### src/rtl/spi_master_core.sv
// SPI master shift engine: SCLK generation, tx/rx shifting and chip-select control.
// Every output is registered; configuration is captured when a transfer starts.
module spi_master_core #(
  parameter int N              = 8,
  parameter int CHAR_NBITS_MAX = 32,
  parameter int NUM_CS         = 4,
  localparam int LW = $clog2(CHAR_NBITS_MAX),
  localparam int CW = (NUM_CS > 1) ? $clog2(NUM_CS) : 1
) (
  input  logic                      sysclk,
  input  logic                      rst,
  input  logic                      enable,
  input  logic                      go,
  input  logic                      cpol,
  input  logic                      cpha,
  input  logic                      lsb_first,
  input  logic                      loop,
  input  logic [LW-1:0]             char_len,
  input  logic [N-1:0]              divider_i,
  input  logic [CW-1:0]             cs_sel,
  input  logic [CHAR_NBITS_MAX-1:0] tx_data,
  output logic [CHAR_NBITS_MAX-1:0] rx_data,
  output logic                      busy,
  output logic                      done,
  output logic                      sclk,
  output logic                      mosi,
  input  logic                      miso,
  output logic [NUM_CS-1:0]         cs_n
);

  typedef enum logic [1:0] {
    S_IDLE  = 2'd0,
    S_LEAD  = 2'd1,
    S_XFER  = 2'd2,
    S_TRAIL = 2'd3
  } state_t;

  state_t                    r_state;
  state_t                    w_state_nxt;
  logic [N-1:0]              r_cnt;
  logic [LW:0]               r_hcnt;
  logic                      r_cpol;
  logic                      r_cpha;
  logic                      r_lsb;
  logic                      r_loop;
  logic [LW-1:0]             r_len;
  logic [N-1:0]              r_div;
  logic [CHAR_NBITS_MAX-1:0] r_tx;
  logic [CHAR_NBITS_MAX-1:0] r_rx;
  logic [CHAR_NBITS_MAX-1:0] r_rx_data;
  logic                      r_sclk;
  logic                      r_mosi;
  logic                      r_busy;
  logic                      r_done;
  logic [NUM_CS-1:0]         r_cs_n;

  logic                      w_start;
  logic                      w_finish;
  logic                      w_hp_end;
  logic                      w_last_hp;
  logic                      w_xfer_edge;
  logic                      w_lead_edge;
  logic                      w_trail_edge;
  logic [LW-1:0]             w_bit_num;
  logic                      w_last_bit;
  logic                      w_sample;
  logic                      w_do_sample;
  logic                      w_do_drive;
  logic [LW-1:0]             w_rx_idx;
  logic [LW-1:0]             w_tx_idx;

  // Position of the num-th transmitted bit inside the right-aligned character.
  function automatic logic [LW-1:0] f_bit_pos(input logic lsb, input logic [LW-1:0] len,
                                              input logic [LW-1:0] num);
    if (lsb) begin
      f_bit_pos = num;
    end else begin
      f_bit_pos = len - num;
    end
  endfunction

  // Out-of-range select indices leave every chip select deasserted.
  function automatic logic [NUM_CS-1:0] f_cs_decode(input logic [CW-1:0] sel);
    for (int i = 0; i < NUM_CS; i++) begin
      if (sel == CW'(i)) begin
        f_cs_decode[i] = 1'b0;
      end else begin
        f_cs_decode[i] = 1'b1;
      end
    end
  endfunction

  assign w_hp_end     = (r_cnt == r_div);
  assign w_last_hp    = (r_hcnt == {r_len, 1'b1});
  assign w_xfer_edge  = (r_state == S_XFER) && w_hp_end;
  assign w_lead_edge  = w_xfer_edge && !r_hcnt[0];
  assign w_trail_edge = w_xfer_edge && r_hcnt[0];
  assign w_bit_num    = r_hcnt[LW:1];
  assign w_last_bit   = (w_bit_num == r_len);
  assign w_sample     = r_loop ? r_mosi : miso;
  assign w_do_sample  = r_cpha ? w_trail_edge : w_lead_edge;
  assign w_do_drive   = r_cpha ? w_lead_edge : (w_trail_edge && !w_last_bit);
  assign w_rx_idx     = f_bit_pos(r_lsb, r_len, w_bit_num);
  assign w_tx_idx     = r_cpha ? f_bit_pos(r_lsb, r_len, w_bit_num)
                               : f_bit_pos(r_lsb, r_len, w_bit_num + {{(LW-1){1'b0}}, 1'b1});

  // Next-state logic; dropping enable returns to IDLE from any state.
  always_comb begin
    w_state_nxt = r_state;
    w_start     = 1'b0;
    w_finish    = 1'b0;
    if (!enable) begin
      w_state_nxt = S_IDLE;
    end else begin
      case (r_state)
        S_IDLE: begin
          if (go) begin
            w_state_nxt = S_LEAD;
            w_start     = 1'b1;
          end else begin
            w_state_nxt = S_IDLE;
          end
        end
        S_LEAD: begin
          if (w_hp_end) begin
            w_state_nxt = S_XFER;
          end else begin
            w_state_nxt = S_LEAD;
          end
        end
        S_XFER: begin
          if (w_hp_end && w_last_hp) begin
            w_state_nxt = S_TRAIL;
          end else begin
            w_state_nxt = S_XFER;
          end
        end
        S_TRAIL: begin
          if (w_hp_end) begin
            w_state_nxt = S_IDLE;
            w_finish    = 1'b1;
          end else begin
            w_state_nxt = S_TRAIL;
          end
        end
        default: w_state_nxt = S_IDLE;
      endcase
    end
  end

  // State register.
  always_ff @(posedge sysclk or posedge rst) begin
    if (rst) begin
      r_state <= S_IDLE;
    end else begin
      r_state <= w_state_nxt;
    end
  end

  // Datapath: config capture, half-period timing, shifting and pin drive.
  always_ff @(posedge sysclk or posedge rst) begin
    if (rst) begin
      r_cnt     <= {N{1'b0}};
      r_hcnt    <= {(LW+1){1'b0}};
      r_cpol    <= 1'b0;
      r_cpha    <= 1'b0;
      r_lsb     <= 1'b0;
      r_loop    <= 1'b0;
      r_len     <= {LW{1'b0}};
      r_div     <= {N{1'b0}};
      r_tx      <= {CHAR_NBITS_MAX{1'b0}};
      r_rx      <= {CHAR_NBITS_MAX{1'b0}};
      r_rx_data <= {CHAR_NBITS_MAX{1'b0}};
      r_sclk    <= 1'b0;
      r_mosi    <= 1'b0;
      r_busy    <= 1'b0;
      r_done    <= 1'b0;
      r_cs_n    <= {NUM_CS{1'b1}};
    end else begin
      r_done <= 1'b0;
      if (w_start) begin
        r_cpol <= cpol;
        r_cpha <= cpha;
        r_lsb  <= lsb_first;
        r_loop <= loop;
        r_len  <= char_len;
        r_div  <= divider_i;
        r_tx   <= tx_data;
        r_rx   <= {CHAR_NBITS_MAX{1'b0}};
        r_cnt  <= {N{1'b0}};
        r_hcnt <= {(LW+1){1'b0}};
        r_busy <= 1'b1;
        r_sclk <= cpol;
        r_mosi <= tx_data[f_bit_pos(lsb_first, char_len, {LW{1'b0}})];
        r_cs_n <= f_cs_decode(cs_sel);
      end else if ((r_state == S_IDLE) || !enable) begin
        r_cnt  <= {N{1'b0}};
        r_busy <= 1'b0;
        r_sclk <= cpol;
        r_mosi <= 1'b0;
        r_cs_n <= {NUM_CS{1'b1}};
      end else begin
        if (w_hp_end) begin
          r_cnt <= {N{1'b0}};
        end else begin
          r_cnt <= r_cnt + {{(N-1){1'b0}}, 1'b1};
        end
        if (w_xfer_edge) begin
          r_sclk <= ~r_sclk;
          r_hcnt <= r_hcnt + {{LW{1'b0}}, 1'b1};
        end
        if (w_do_sample) begin
          r_rx[w_rx_idx] <= w_sample;
        end
        if (w_do_drive) begin
          r_mosi <= r_tx[w_tx_idx];
        end
        // rx_data only moves on a completed transfer, never on an abort.
        if (w_finish) begin
          r_busy    <= 1'b0;
          r_done    <= 1'b1;
          r_rx_data <= r_rx;
          r_cs_n    <= {NUM_CS{1'b1}};
          r_sclk    <= r_cpol;
          r_mosi    <= 1'b0;
        end
      end
    end
  end

  assign rx_data = r_rx_data;
  assign busy    = r_busy;
  assign done    = r_done;
  assign sclk    = r_sclk;
  assign mosi    = r_mosi;
  assign cs_n    = r_cs_n;

endmodule
### config.mk
export PLATFORM = sky130hd
export DESIGN_NAME = spi_master_core
export DESIGN_NICKNAME = d
export VERILOG_FILES = /design/src/rtl/spi_master_core.sv
export SDC_FILE = /design/constraint.sdc
export NUM_CORES = 1
export LEC_CHECK = 0
export ABC_CLOCK_PERIOD_IN_PS = 5650
export BUFFER_PORTS_ARGS = -buffer_cell sky130_fd_sc_hd__buf_4
export CORE_MARGIN = 8
export CORE_UTILIZATION = 55
export DETAILED_ROUTE_END_ITERATION = 12
export GPL_TIMING_DRIVEN = 0
export HOLD_SLACK_MARGIN = 0.03
export PLACE_DENSITY_LB_ADDON = 0.08
export SYNTH_ARGS = -nofsm -noshare
export SYNTH_HDL_FRONTEND = slang
export SYNTH_SLANG_ARGS = --single-unit
### constraint.sdc
create_clock -name sysclk -period 5.65 [get_ports sysclk]
set_clock_uncertainty 0.15 [all_clocks]
set_input_delay 0.2825 -clock sysclk [delete_from_list [all_inputs] [get_ports sysclk]]
set_output_delay 0.2825 -clock sysclk [all_outputs]
set_load 0.01 [all_outputs]
# ---- Word level (Yosys, flattened, before mapping)
# Cells that the tools add are included.
# W data, S select, Z words.
dict set report totals {
  reg_bits 137
  inputBits 56
  output_inout_bits 40
  word_cells 116
}
dict set report classes {
  add_sub_neg 5
  magnitude_cmp 4
  eq_ne 10
  mux 57
  bitwise_logic 3
  reduce_logical 20
}
# cell count
set op_table {}
lappend op_table {{$mux W32} 3}
lappend op_table {{$bwmux W32} 1}
lappend op_table {{$mux W1} 32}
lappend op_table {{$mux W5} 5}
lappend op_table {{$mux W8} 3}
lappend op_table {{$lt A5 B6 Y1 const B} 3}
lappend op_table {{$mux W6} 3}
lappend op_table {{$mux W4} 3}
lappend op_table {{$bmux W1 S5} 2}
lappend op_table {{$sub A5 B5 Y5} 2}
lappend op_table {{$add A8 B1 Y8 const B} 1}
lappend op_table {{$eq A2 B2 Y1 const B} 4}
lappend op_table {{$eq A8 B8 Y1} 1}
lappend op_table {{$pmux W2 S4} 1}
lappend op_table {{$reduce_bool A4 Y1} 2}
lappend op_table {{$add A6 B1 Y6 const B} 1}
lappend op_table {{$eq A6 B6 Y1} 1}
lappend op_table {{$logic_and A1 B1 Y1} 6}
lappend op_table {{$mux W2} 3}
lappend op_table {{$add A5 B1 Y5 const B} 1}
lappend op_table {{$demux W1 S5} 1}
lappend op_table {{$eq A5 B5 Y1} 1}
lappend op_table {{$ge A5 B1 Y1 const B} 1}
lappend op_table {{$eq A2 B1 Y1 const B} 2}
lappend op_table {{other kinds (9)} 16}

# ---- Depth between registers and ports, before layout
dict set report logic_depth {
  ltp_word 10
  mapped_depth 11
  ltp_nobuf 11
}

# ---- Least setup slack after synthesis
# Ideal clock, no wire load.
dict set report synth_path {
  path_kind {reg-to-reg}
  startpoint {reg r_hcnt[1]}
  endpoint {reg r_mosi, in the netlist mosi}
  setup_time_ns 0.104
  t_arrival_ns 2.731
  required_time_ns 5.396
  setup_slack_ns 2.665
  path_stages_with_launch 11
  path_buffers 0
  synth_period_minus_slack_ns 2.985
  path_cell_list {dfrtp_1 > ha_1 > inv_1 > fa_1 > xor2_1 > mux2i_1 > mux2i_4 > mux4_2 > a311oi_1 > o211ai_1 > o311ai_1}
}
dict set report synth_between {
  elab_chain_cells 10
  word_cells_on_any_way 17
  cone_classes {add/sub: 3; eq/ne: 1; mux: 10; reduce/logical: 3}
}
# item line
set synth_lines {}
lappend synth_lines {{start, declared} 41} ;# logic [LW:0] r_hcnt;
lappend synth_lines {{start signal, assigned} 164} ;# r_hcnt <= {(LW+1){1'b0}};
lappend synth_lines {{start signal, assigned} 191} ;# r_hcnt <= {(LW+1){1'b0}};
lappend synth_lines {{start signal, assigned} 210} ;# r_hcnt <= r_hcnt + {{LW{1'b0}}, 1'b1};
lappend synth_lines {{$add A5 B1 Y5} 105} ;# : f_bit_pos(r_lsb, r_len, w_bit_num + {{(LW-1){1'b0}}, 1'b1});
lappend synth_lines {{$sub A5 B5 Y5} 78} ;# f_bit_pos = len - num;
lappend synth_lines {{$mux W5} 75} ;# if (lsb) begin
lappend synth_lines {{$mux W5} 104} ;# assign w_tx_idx = r_cpha ? f_bit_pos(r_lsb, r_len, w_bit_num)
lappend synth_lines {{$bmux W1 S5} 216} ;# r_mosi <= r_tx[w_tx_idx];
lappend synth_lines {{$mux W1 (not written as such)} 216}
lappend synth_lines {{$mux W1} 215} ;# if (w_do_drive) begin
lappend synth_lines {{$mux W1} 219} ;# if (w_finish) begin
lappend synth_lines {{$mux W1} 196} ;# end else if ((r_state == S_IDLE) || !enable) begin
lappend synth_lines {{$mux W1} 181} ;# if (w_start) begin
lappend synth_lines {{end signal, assigned} 194} ;# r_mosi <= tx_data[f_bit_pos(lsb_first, char_len, {LW{1'b0}})];
lappend synth_lines {{end signal, assigned} 216}
lappend synth_lines {{end, declared} 52} ;# logic r_mosi;
# Several ways; a longest one is shown, not always the timed one. The select of a mux whose other input is x is not followed.
# A chain may end at the register's enable or synchronous reset.

# ---- Worst setup path after layout
# Same ends and word-level chain as after synthesis.

==> impl_results.md <==
* CTS tree: yes
* Via count at 5774
* CTS H-tree depth at 4
* CP startpoint kind: flip-flop
* Worst-path clk slew at 0.06 ns
* Pwr dens at 307 nW/µm²
* Met2 usage at 0.389
* # DRC at 0
* Seq/Total Area, Yosys at 0.488
* Max Cap Viol at 0
* IO buf count at 93
* TritonCTS buffer count at 17
* Mapped Area at 7030 µm²
* Antenna viol nets, final at 0
* Vias in the first global route at 6091
* IR drop worst, VDD at 0.181 mV
* Row count at 41
* Met3 Usage GRT at 0.0522
* Cells after DPL at 971
* Boundary Pins at 96
* Die span in x at 129 µm
* Nets at 935
* Clk pwr share at 0.390
* Reg2reg end: mosi
* Maximum number of pins on one net before global-route repair at 74
* CP required at 5.83 ns
* Worst r2r path cells at 10
* CP max stage delay at 0.58 ns
* RR Startpoint: r_hcnt[1]
* Drt via density at 5.50
* Avg Cell Area, Syn at 9.97 µm²
* Critical path depth in cells at 10
* Sw Pwr at 0.798 mW
* Placer Congestion at 0.887
* Slowest cell on crit path: mux4_2
* Inserted Diodes at 0
* Hold Buf Count CTS at 48
* Die Ht at 129 µm
* Period Utilization, post-route at 0.598
* Initial antenna violation count at 0
* Final setup fails at 0
* Max clock buf depth at 2
* Gr busiest metal: met2
* Combinational power share at 0.216
* Most common cell after layout, fill and taps aside: nand2_1
* Most used flip-flop cell after synthesis: dfrtp_1
* Worst Path Max Fanout at 7
* Switching share of power at 0.288
* Slew HR at 0.318
* Outcome: completed
* Post-synth cell types at 56
* Async SR Flop Fraction at 1.00
* Final Hold Vio Count at 0
* Post-CTS Resized at 0
* CP arrival at 3.55 ns
* Reg2Reg Setup Slack at 2.27 ns
* First DRT Iteration DRCs at 380
* Setup TNS at 0 ns
* Most frequent cells in the layout: 184 x nand2_1, 133 x dfrtp_1, 93 x buf_4
* Buf/Inv on CP at 1
* Count of state elements after synthesis at 137
* Worst-margin pin slew at 0.998 ns
* Min Clock Period, post-route at 3.38 ns
* GRT Total Usage at 0.224
* Worst skew pair latency at 0.43 ns
* # Post-CTS Setup Buffers at 0
* Pre-antenna DRT Iters at 5
* Area growth from synthesis to final layout at 28.5%
* Post-Route WL at 17.7 mm
* Count of pins over their slew limit at 0
* Maximum clock frequency at 0.296 GHz
* Wirelength per Cell at 16.8 µm
* CTS Sinks at 137
* Layout cells sized above 1 at 0.208
* CP Cell Sequence: ha_1 -> inv_1 -> fa_1 -> xor2_1 -> mux2i_1 -> mux2i_4 -> mux4_2 -> a311oi_1 -> o211ai_1 -> o311ai_1
* HP Class: in2reg
* Synth warn at 0
* RSZ-0062 raised after global routing: no
* Syn Nets at 774
* Setup CP Type: reg2reg
* CP endpoint: mosi
* CTS root buffer: clkbuf_16
* HPWL Detailed at 12.7 mm
* Fin cells at 1049
* Placeable Area at 12600 µm²
* Crit end category: flip-flop
* Met1 Track Usage GR at 0.257
* Internal at 1.98 mW
* Number of flops mapped to enable cells by yosys at 0
* Leakage power at 4.38 nW
* Starting Density at 0.559
* Reg power frac at 0.394
* Global route total overflow at 0
* Die area at 16700 µm²
* CP delay by family, top: multiplexers
* Post-Synthesis Cells at 705
* Worst setup startpoint: r_hcnt[1]
* First-pass GRT wire length at 29.5 mm
[state kept, by name (all words and copies together), names as in the netlist, 2 cells and up]
signal,count
r_rx,32
r_cnt,8
r_tx,32
rx_data,32
cs_n,4
r_hcnt,6
r_div,8
r_state,2
r_len,5
[worst min-delay path: cells and delay by family]
family / cells / cell delay [ns]
buffers and inverters: 2 / 0.16
AO/OA/AOI/OAI: 1 / 0.17
[power by group through the flow]
stage	clock (mW)	sequential, mW	combinational, mW
detailed placement	0	1.11	0.569
global route	1.14	1.10	0.661
global placement	0	1.11	0.553
finish	1.08	1.09	0.600
floorplan	0	1.10	0.412
CTS	1.09	1.09	0.600
[cells in the mapped netlist, types with 2 or more instances]
library cell	instances	share of area
mux2i_1	54	0.077
nor3_1	6	0.0043
a21o_1	4	0.0043
nor2b_1	8	0.0071
a21oi_1	9	0.0064
ha_1	11	0.020
nand3_1	16	0.011
a2bb2oi_1	2	0.0025
a211o_1	2	0.0025
mux2_2	38	0.061
and2_1	5	0.0044
fa_1	2	0.0057
nand4_1	2	0.0018
xor2_1	9	0.011
o32a_1	2	0.0028
a31oi_1	3	0.0027
nor4_1	4	0.0036
clkbuf_1	29	0.015
o211ai_1	21	0.022
o31ai_1	22	0.023
a2111oi_0	5	0.0062
nand2_1	184	0.098
and3_1	5	0.0044
dfstp_2	4	0.015
buf_2	5	0.0036
nor2_1	31	0.017
inv_1	22	0.012
nor3b_1	5	0.0053
xnor2_1	16	0.020
o21ai_0	16	0.011
mux4_2	2	0.0064
dfrtp_1	133	0.47
nand2b_1	5	0.0044
[layout make-up]
class / instances / area (µm²)
multi-input combinational: 510 / 3370
tap: 172 / 215
clock buffer: 19 / 453
clock inverter: 11 / 125
sequential: 137 / 3430
fill: 941 / 3530
buffer: 36 / 149
timing repair buffer: 142 / 1210
inverter: 22 / 87.6
[layer usage]
layer / part of all wire / vias up
met1: 0.41 / 2796
met2: 0.50 / 177
li1: - / 2759
met3: 0.053 / 42
met4: 0.030 / 0
met5: 0 / -
[stage by stage]
step	setup slack, ns	hold WS (ns)	utilization	cell area [µm²]	power (mW)
2_1_floorplan	1.56	0.183	-	7030	1.51
3_3_place_gp	0.247	0.293	0.632	7940	1.66
3_5_place_dp	2.28	0.262	0.635	7980	1.68
4_1_cts	2.28	0.0529	0.719	9030	2.78
5_1_grt	2.06	0.134	0.719	9030	2.90
6_report	2.27	0.0838	0.719	9030	2.77
[cell families after synthesis]
group                    share of synthesized area
AND/OR/NAND/NOR                              0.170
adder cells (fa/ha/maj)                     0.0253
buffers and inverters                       0.0329
multiplexers                                 0.149
XOR/XNOR                                    0.0351
flip-flops                                   0.488
AO/OA/AOI/OAI                               0.0993
[worst min-delay path by stage]
stage	from	end	slack [ns]	cells after the start
final	char_len[3]	r_len[3]	0.08	3
after global routing	lsb_first	r_lsb	0.13	3
after CTS	char_len[3]	r_len[3]	0.05	3
after detailed placement	rst	r_div[6]	0.26	2
after global placement	cs_sel[1]	cs_n[2]	0.29	2
after floorplan	cs_sel[1]	cs_n[2]	0.18	1
Power figures use the tool's default switching activity.
